**src/rtl/trace_char_class.sv**
```systemverilog
// trace_char_class: classifies an ASCII character as decimal / lowercase hex digit
module trace_char_class (
    input  logic [7:0] c,
    output logic       is_dec,
    output logic       is_hex,
    output logic [3:0] hex_val
);
    // digit ranges; 'a'..'f' have low nibble 1..6, so +9 maps them to 10..15
    always_comb begin
        is_dec  = c >= 8'h30 && c <= 8'h39;
        is_hex  = is_dec || (c >= 8'h61 && c <= 8'h66);
        hex_val = is_dec ? c[3:0] : c[3:0] + 4'd9;
    end
endmodule

```
**config.mk**
```make
export PLATFORM = sky130hd
export DESIGN_NAME = trace_char_class
export DESIGN_NICKNAME = d
export VERILOG_FILES = /design/src/rtl/trace_char_class.sv
export SDC_FILE = /design/constraint.sdc
export NUM_CORES = 1
export LEC_CHECK = 0
export ABC_AREA = 1
export CAP_MARGIN = 15
export CORE_AREA = 4 4 41 43
export DETAILED_ROUTE_END_ITERATION = 7
export DIE_AREA = 0 0 45 47
export GPL_ROUTABILITY_DRIVEN = 0
export GPL_TIMING_DRIVEN = 1
export SYNTH_ARGS = -nofsm -noshare
export SYNTH_HDL_FRONTEND = slang
export SYNTH_SLANG_ARGS = --single-unit
```
**constraint.sdc**
```tcl
create_clock -name vclk -period 1.02
set_clock_uncertainty 0.1 [all_clocks]
set_input_delay 0.204 -clock vclk [all_inputs]
set_output_delay 0.204 -clock vclk [all_outputs]
set_load 0.05 [all_outputs]
```
==> results of run 1 <==
-- metrics by stage --
step | setup TNS (ns) | hold slack [ns] | instance area (sq um) | worst slack (ns)
final | -2.27 | 0.745 | 704 | -0.391
after global routing | -2.55 | 0.763 | 704 | -0.439
after CTS | -2.77 | 0.860 | 716 | -0.473
after detailed placement | -5.21 | 1.13 | 612 | -0.885
after global placement | -5.14 | 1.13 | 612 | -0.871
after floorplan | -0.884 | 0.536 | 333 | -0.157
-- layout make-up --
cell class	count	share of cell area (%)
inverter	9	7.46
multi-input combinational	35	53.5
tap	15	2.66
timing repair buffer	24	36.4
-- Yosys cell counts, drive strengths merged --
cell | number | share of area (%)
xor2 | 1 | 3.5
nand2 | 17 | 30
ha | 4 | 20
nand3 | 9 | 23
inv | 9 | 13
nor2 | 3 | 7.5
nand4 | 1 | 2.5
-- placed cells by master (no fill, tap or decap), drive strengths merged --
master | synthesis | layout
xor2 | 1 | 1
nor2 | 3 | 3
inv | 9 | 8
nand3 | 9 | 9
clkbuf | 0 | 6
buf | 0 | 18
nand2 | 17 | 17
nand4 | 1 | 1
ha | 4 | 4
clkinvlp | 0 | 1
-- per-layer routing --
metal	routed length [microns]	part of all wire [%]	global-route usage, %	vias up
li1	-	-	-	187
met1	308	36	10.4	155
met2	500	58	19.8	10
met3	47	5.5	0.383	0
met4	0	0	0	0
met5	0	0	0	-
-- report_power, final --
part	total, mW	internal [mW]	switching [mW]
clock network	0	0	0
registers	0	0	0
logic	0.349	0.163	0.185
total	0.349	0.163	0.185
-- path summary, 6_finish.rpt --
kind	slack [ns]	cells past startpoint	start	end
hold / removal	0.75	4	c[3]	hex_val[3]
setup / recovery	-0.39	8	c[1]	is_dec
-- what timing repair did --
item                       in CTS  in global routing
gates resized for setup        38                 16
setup buffers                   2                  1
pin swaps                      11                  9
setup endpoints to repair       6                  6
-- logic make-up after synthesis --
| group | Yosys count | synth area share [%] |
|---|---|---|
| buf+inv | 9 | 13.4 |
| simple gates | 30 | 63.2 |
| fa+ha+maj | 4 | 19.9 |
| xor+xnor | 1 | 3.48 |
-- worst max-delay path, delay by kind of cell --
family	cells	cell delay (ns)
fa+ha+maj	1	0.15
simple gates	3	0.37
buf+inv	4	0.38
==> impl_metrics.py, run 1 <==
metrics = {
    "worst_setup_path": {
        "cp_common_cell": "buf_12",
        "critPathKind": "in -> out",
        "cp_max_fo": 6,
        "worst_ep_arrival_time_ns": 1.11,
        "crit_required_ns": 0.72,
        "worst_setup_path_start_kind": "input port",
        "max_stage_delay_ns": 0.16,
        "cp_cell_sequence": "buf_12 -> inv_12 -> ha_4 -> nand2_4 -> nand3_4 -> nand2_8 -> clkinvlp_4 -> buf_12",
        "cpMaxStageDelayCell": "nand2_8",
        "end_kind": "output pin",
    },
    "route": {
        "vias": 352,
        "drtIter0Drc": 2,
        "ant_nets": 0,
        "first_pass_iters": 2,
        "routed_via_density": 4.24,
        "routedWlPerCell_microns": 10.3,
        "drcViolationCount": 0,
        "wirelength_microns": 856,
    },
    "placement": {
        "io_buffers": 14,
        "dpl.hpwl_microns": 640,
        "place_inst": 81,
    },
    "floorplan": {
        "initial_utilization_pct": 19.3,
        "dieHeight_microns": 47,
        "core_area_sq_um": 1300,
        "rows": 13,
        "fp.dieW_microns": 45,
        "ios": 14,
        "fp.dieArea_sq_um": 2120,
    },
    "pwr": {
        "p_leak_nw": 0.320,
        "power.density_nw_per_um2": 495,
        "power_uw": 349,
        "ir_drop_mv": 0.245,
    },
    "final_layout": {
        "drive_above_1_share_pct": 80.9,
        "n_antenna_cell": 0,
        "nFillCells": 130,
        "fin_cells": 83,
        "final_core_util_pct": 54.1,
        "fin_nets": 82,
        "syn2layout_area_growth_pct": 180,
        "n_clock_buffer": 0,
        "multi_input_area_sq_um": 377,
        "regArea_sq_um": 0,
        "flops_and_latches": 0,
    },
    "sta": {
        "hold_viol": 0,
        "slew_headroom_pct": 81.9,
        "period_minus_slack_ns": 1.41,
        "rsz0062_at_grt": "yes",
        "fin_crit_sh_pct": 138,
        "worst_pin_slew_ns": 0.271,
        "fmax_mhz": 708,
        "worst_slack_ns": -0.391,
        "setup_viol": 6,
        "slew_viol_final": 0,
    },
    "yosys": {
        "synth.distinct_cells": 12,
        "synth_fp_nets": 56,
        "synth_area_per_cell_sq_um": 5.72,
        "yosysSeqAreaShare_pct": 0,
        "yosys_warnings": 0,
        "synthesis.instances": 44,
        "syn_area_sq_um": 251,
    },
    "grt": {
        "grt_pass1_vias": 379,
        "grt-ovfl-total": 0,
        "grt_pass1_wl_microns": 1500,
        "grt_max_degree": 7,
        "antenna_found_initial": 0,
        "grt_usage_pct": 9.21,
    },
    "run": {
        "drv_cap": 0,
    },
    "run_status": {
        "outcome": "finished, violations left",
        "violations": "negative setup slack",
    },
    "clock_network": {
        "ctsHoldBuffers": 0,
    },
    "worst_hold_path": {
        "min_path_type": "in -> out",
    },
}
No activity file was read; power rests on OpenSTA's default activity.
==> run 2, diff against run 1 <==
==> constraint.sdc (replaced) <==
create_clock -name vclk -period 1.8
set_clock_uncertainty 0.1 [all_clocks]
set_input_delay 0.36 -clock vclk [all_inputs]
set_output_delay 0.36 -clock vclk [all_outputs]
set_load 0.05 [all_outputs]
==> impl_metrics.py, run 2 (synthesis gave the netlist of run 1 again) <==
metrics = {
    "route": {
        "ant_nets": 0,
        "wirelength_microns": 667,
        "vias": 331,
        "drtIter0Drc": 2,
        "first_pass_iters": 3,
        "routed_via_density": 4.09,
        "routedWlPerCell_microns": 8.23,
        "drcViolationCount": 0,
    },
    "placement": {
        "place_inst": 79,
        "place_area_sq_um": 503,
        "io_buffers": 14,
        "dpl.hpwl_microns": 524,
        "pre_cts_ws_ns": -0.410,
    },
    "worst_setup_path": {
        "end_kind": "output pin",
        "crit_family": "buffers and inverters",
        "critPathKind": "in -> out",
        "worst_setup_path_start_kind": "input port",
        "crit_required_ns": 1.34,
        "cpMaxStageDelayCell": "ha_1",
        "cp_max_fo": 3,
        "cp_common_cell": "nand2_2",
        "worst_ep_arrival_time_ns": 1.27,
        "cp_cell_sequence": "buf_2 -> inv_2 -> buf_4 -> ha_1 -> nand2_2 -> nand2_2 -> buf_12",
        "path_buf_inv": 4,
        "max_stage_delay_ns": 0.30,
    },
    "final_layout": {
        "final_cell_mix": "nand2_2 (10), buf_4 (9), nand3_1 (8)",
        "fin_nets": 80,
        "final_core_util_pct": 43.4,
        "fin_cells": 81,
        "n_clock_buffer": 0,
        "flops_and_latches": 0,
        "nFillCells": 140,
        "multi_input_area_sq_um": 278,
        "fin_area_sq_um": 564,
        "regArea_sq_um": 0,
        "drive_above_1_share_pct": 56.1,
        "syn2layout_area_growth_pct": 124,
        "n_antenna_cell": 0,
        "final_common_cell": "nand2_2",
    },
    "sta": {
        "fmax_mhz": 578,
        "rsz0062_at_grt": "no",
        "worst_slack_ns": 0.0690,
        "period_minus_slack_ns": 1.73,
        "hold_viol": 0,
        "worst_pin_slew_ns": 0.222,
        "slew_headroom_pct": 85.2,
        "setup_tns_ns": 0,
        "slew_viol_final": 0,
        "whs_ns": 1.17,
        "setup_viol": 0,
        "fin_crit_sh_pct": 96.2,
    },
    "floorplan": {
        "initial_utilization_pct": 19.3,
        "dieHeight_microns": 47,
        "rows": 13,
        "core_area_sq_um": 1300,
        "fp.dieArea_sq_um": 2120,
        "fp.dieW_microns": 45,
        "ios": 14,
    },
    "pwr": {
        "power.density_nw_per_um2": 290,
        "power_uw": 164,
        "p_leak_nw": 0.305,
        "ir_drop_mv": 0.0868,
    },
    "grt": {
        "antenna_found_initial": 0,
        "grt_pass1_wl_microns": 1030,
        "grt_usage_pct": 6.06,
        "grt-ovfl-total": 0,
        "grt_max_degree": 7,
        "grt_pass1_vias": 280,
    },
    "clock_network": {
        "ctsHoldBuffers": 0,
    },
    "run_status": {
        "outcome": "complete, no violations",
    },
    "worst_hold_path": {
        "min_path_type": "in -> out",
    },
    "run": {
        "drv_cap": 0,
    },
}
-- run 2: cell type report --
type | instances | share of cell area [%]
inverter | 9 | 6.43
multi-input combinational | 35 | 49.2
tap | 15 | 3.33
timing repair buffer | 22 | 41.0
-- run 2: timing repair --
action | in CTS | in global routing
endpoints found under the setup margin | 6 | 5
gates cloned | 0 | 0
resized for setup | 34 | 1
setup buffers | 2 | 0
pin swaps | 7 | 2
-- run 2: routing by layer --
layer | vias up | routed length [microns] | global-route usage [%] | share of wire [%]
met5 | - | 0 | 0 | 0
met4 | 0 | 0 | 0 | 0
met3 | 0 | 36 | 0 | 5.4
met2 | 6 | 374 | 14.1 | 56
met1 | 143 | 256 | 6.07 | 38
li1 | 182 | - | - | -
-- run 2: worst paths after layout --
| path | slack, ns | end | start | cells past startpoint |
|---|---|---|---|---|
| max | 0.07 | hex_val[1] | c[0] | 7 |
| min | 1.17 | hex_val[1] | c[1] | 5 |
-- run 2: power by group --
group          internal, mW  switching, mW
clock                     0              0
combinational        0.0761         0.0876
sequential                0              0
total                0.0761         0.0876
==> run 3, diff against run 2 <==
--- a/config.mk
+++ b/config.mk
@@ -12,6 +12,7 @@
 export DIE_AREA = 0 0 45 47
 export GPL_ROUTABILITY_DRIVEN = 0
 export GPL_TIMING_DRIVEN = 1
+export SLEW_MARGIN = 20
 export SYNTH_ARGS = -nofsm -noshare
 export SYNTH_HDL_FRONTEND = slang
 export SYNTH_SLANG_ARGS = --single-unit
==> results of run 3 <==
Final layout, timing and power as in run 2 (identical DEF).
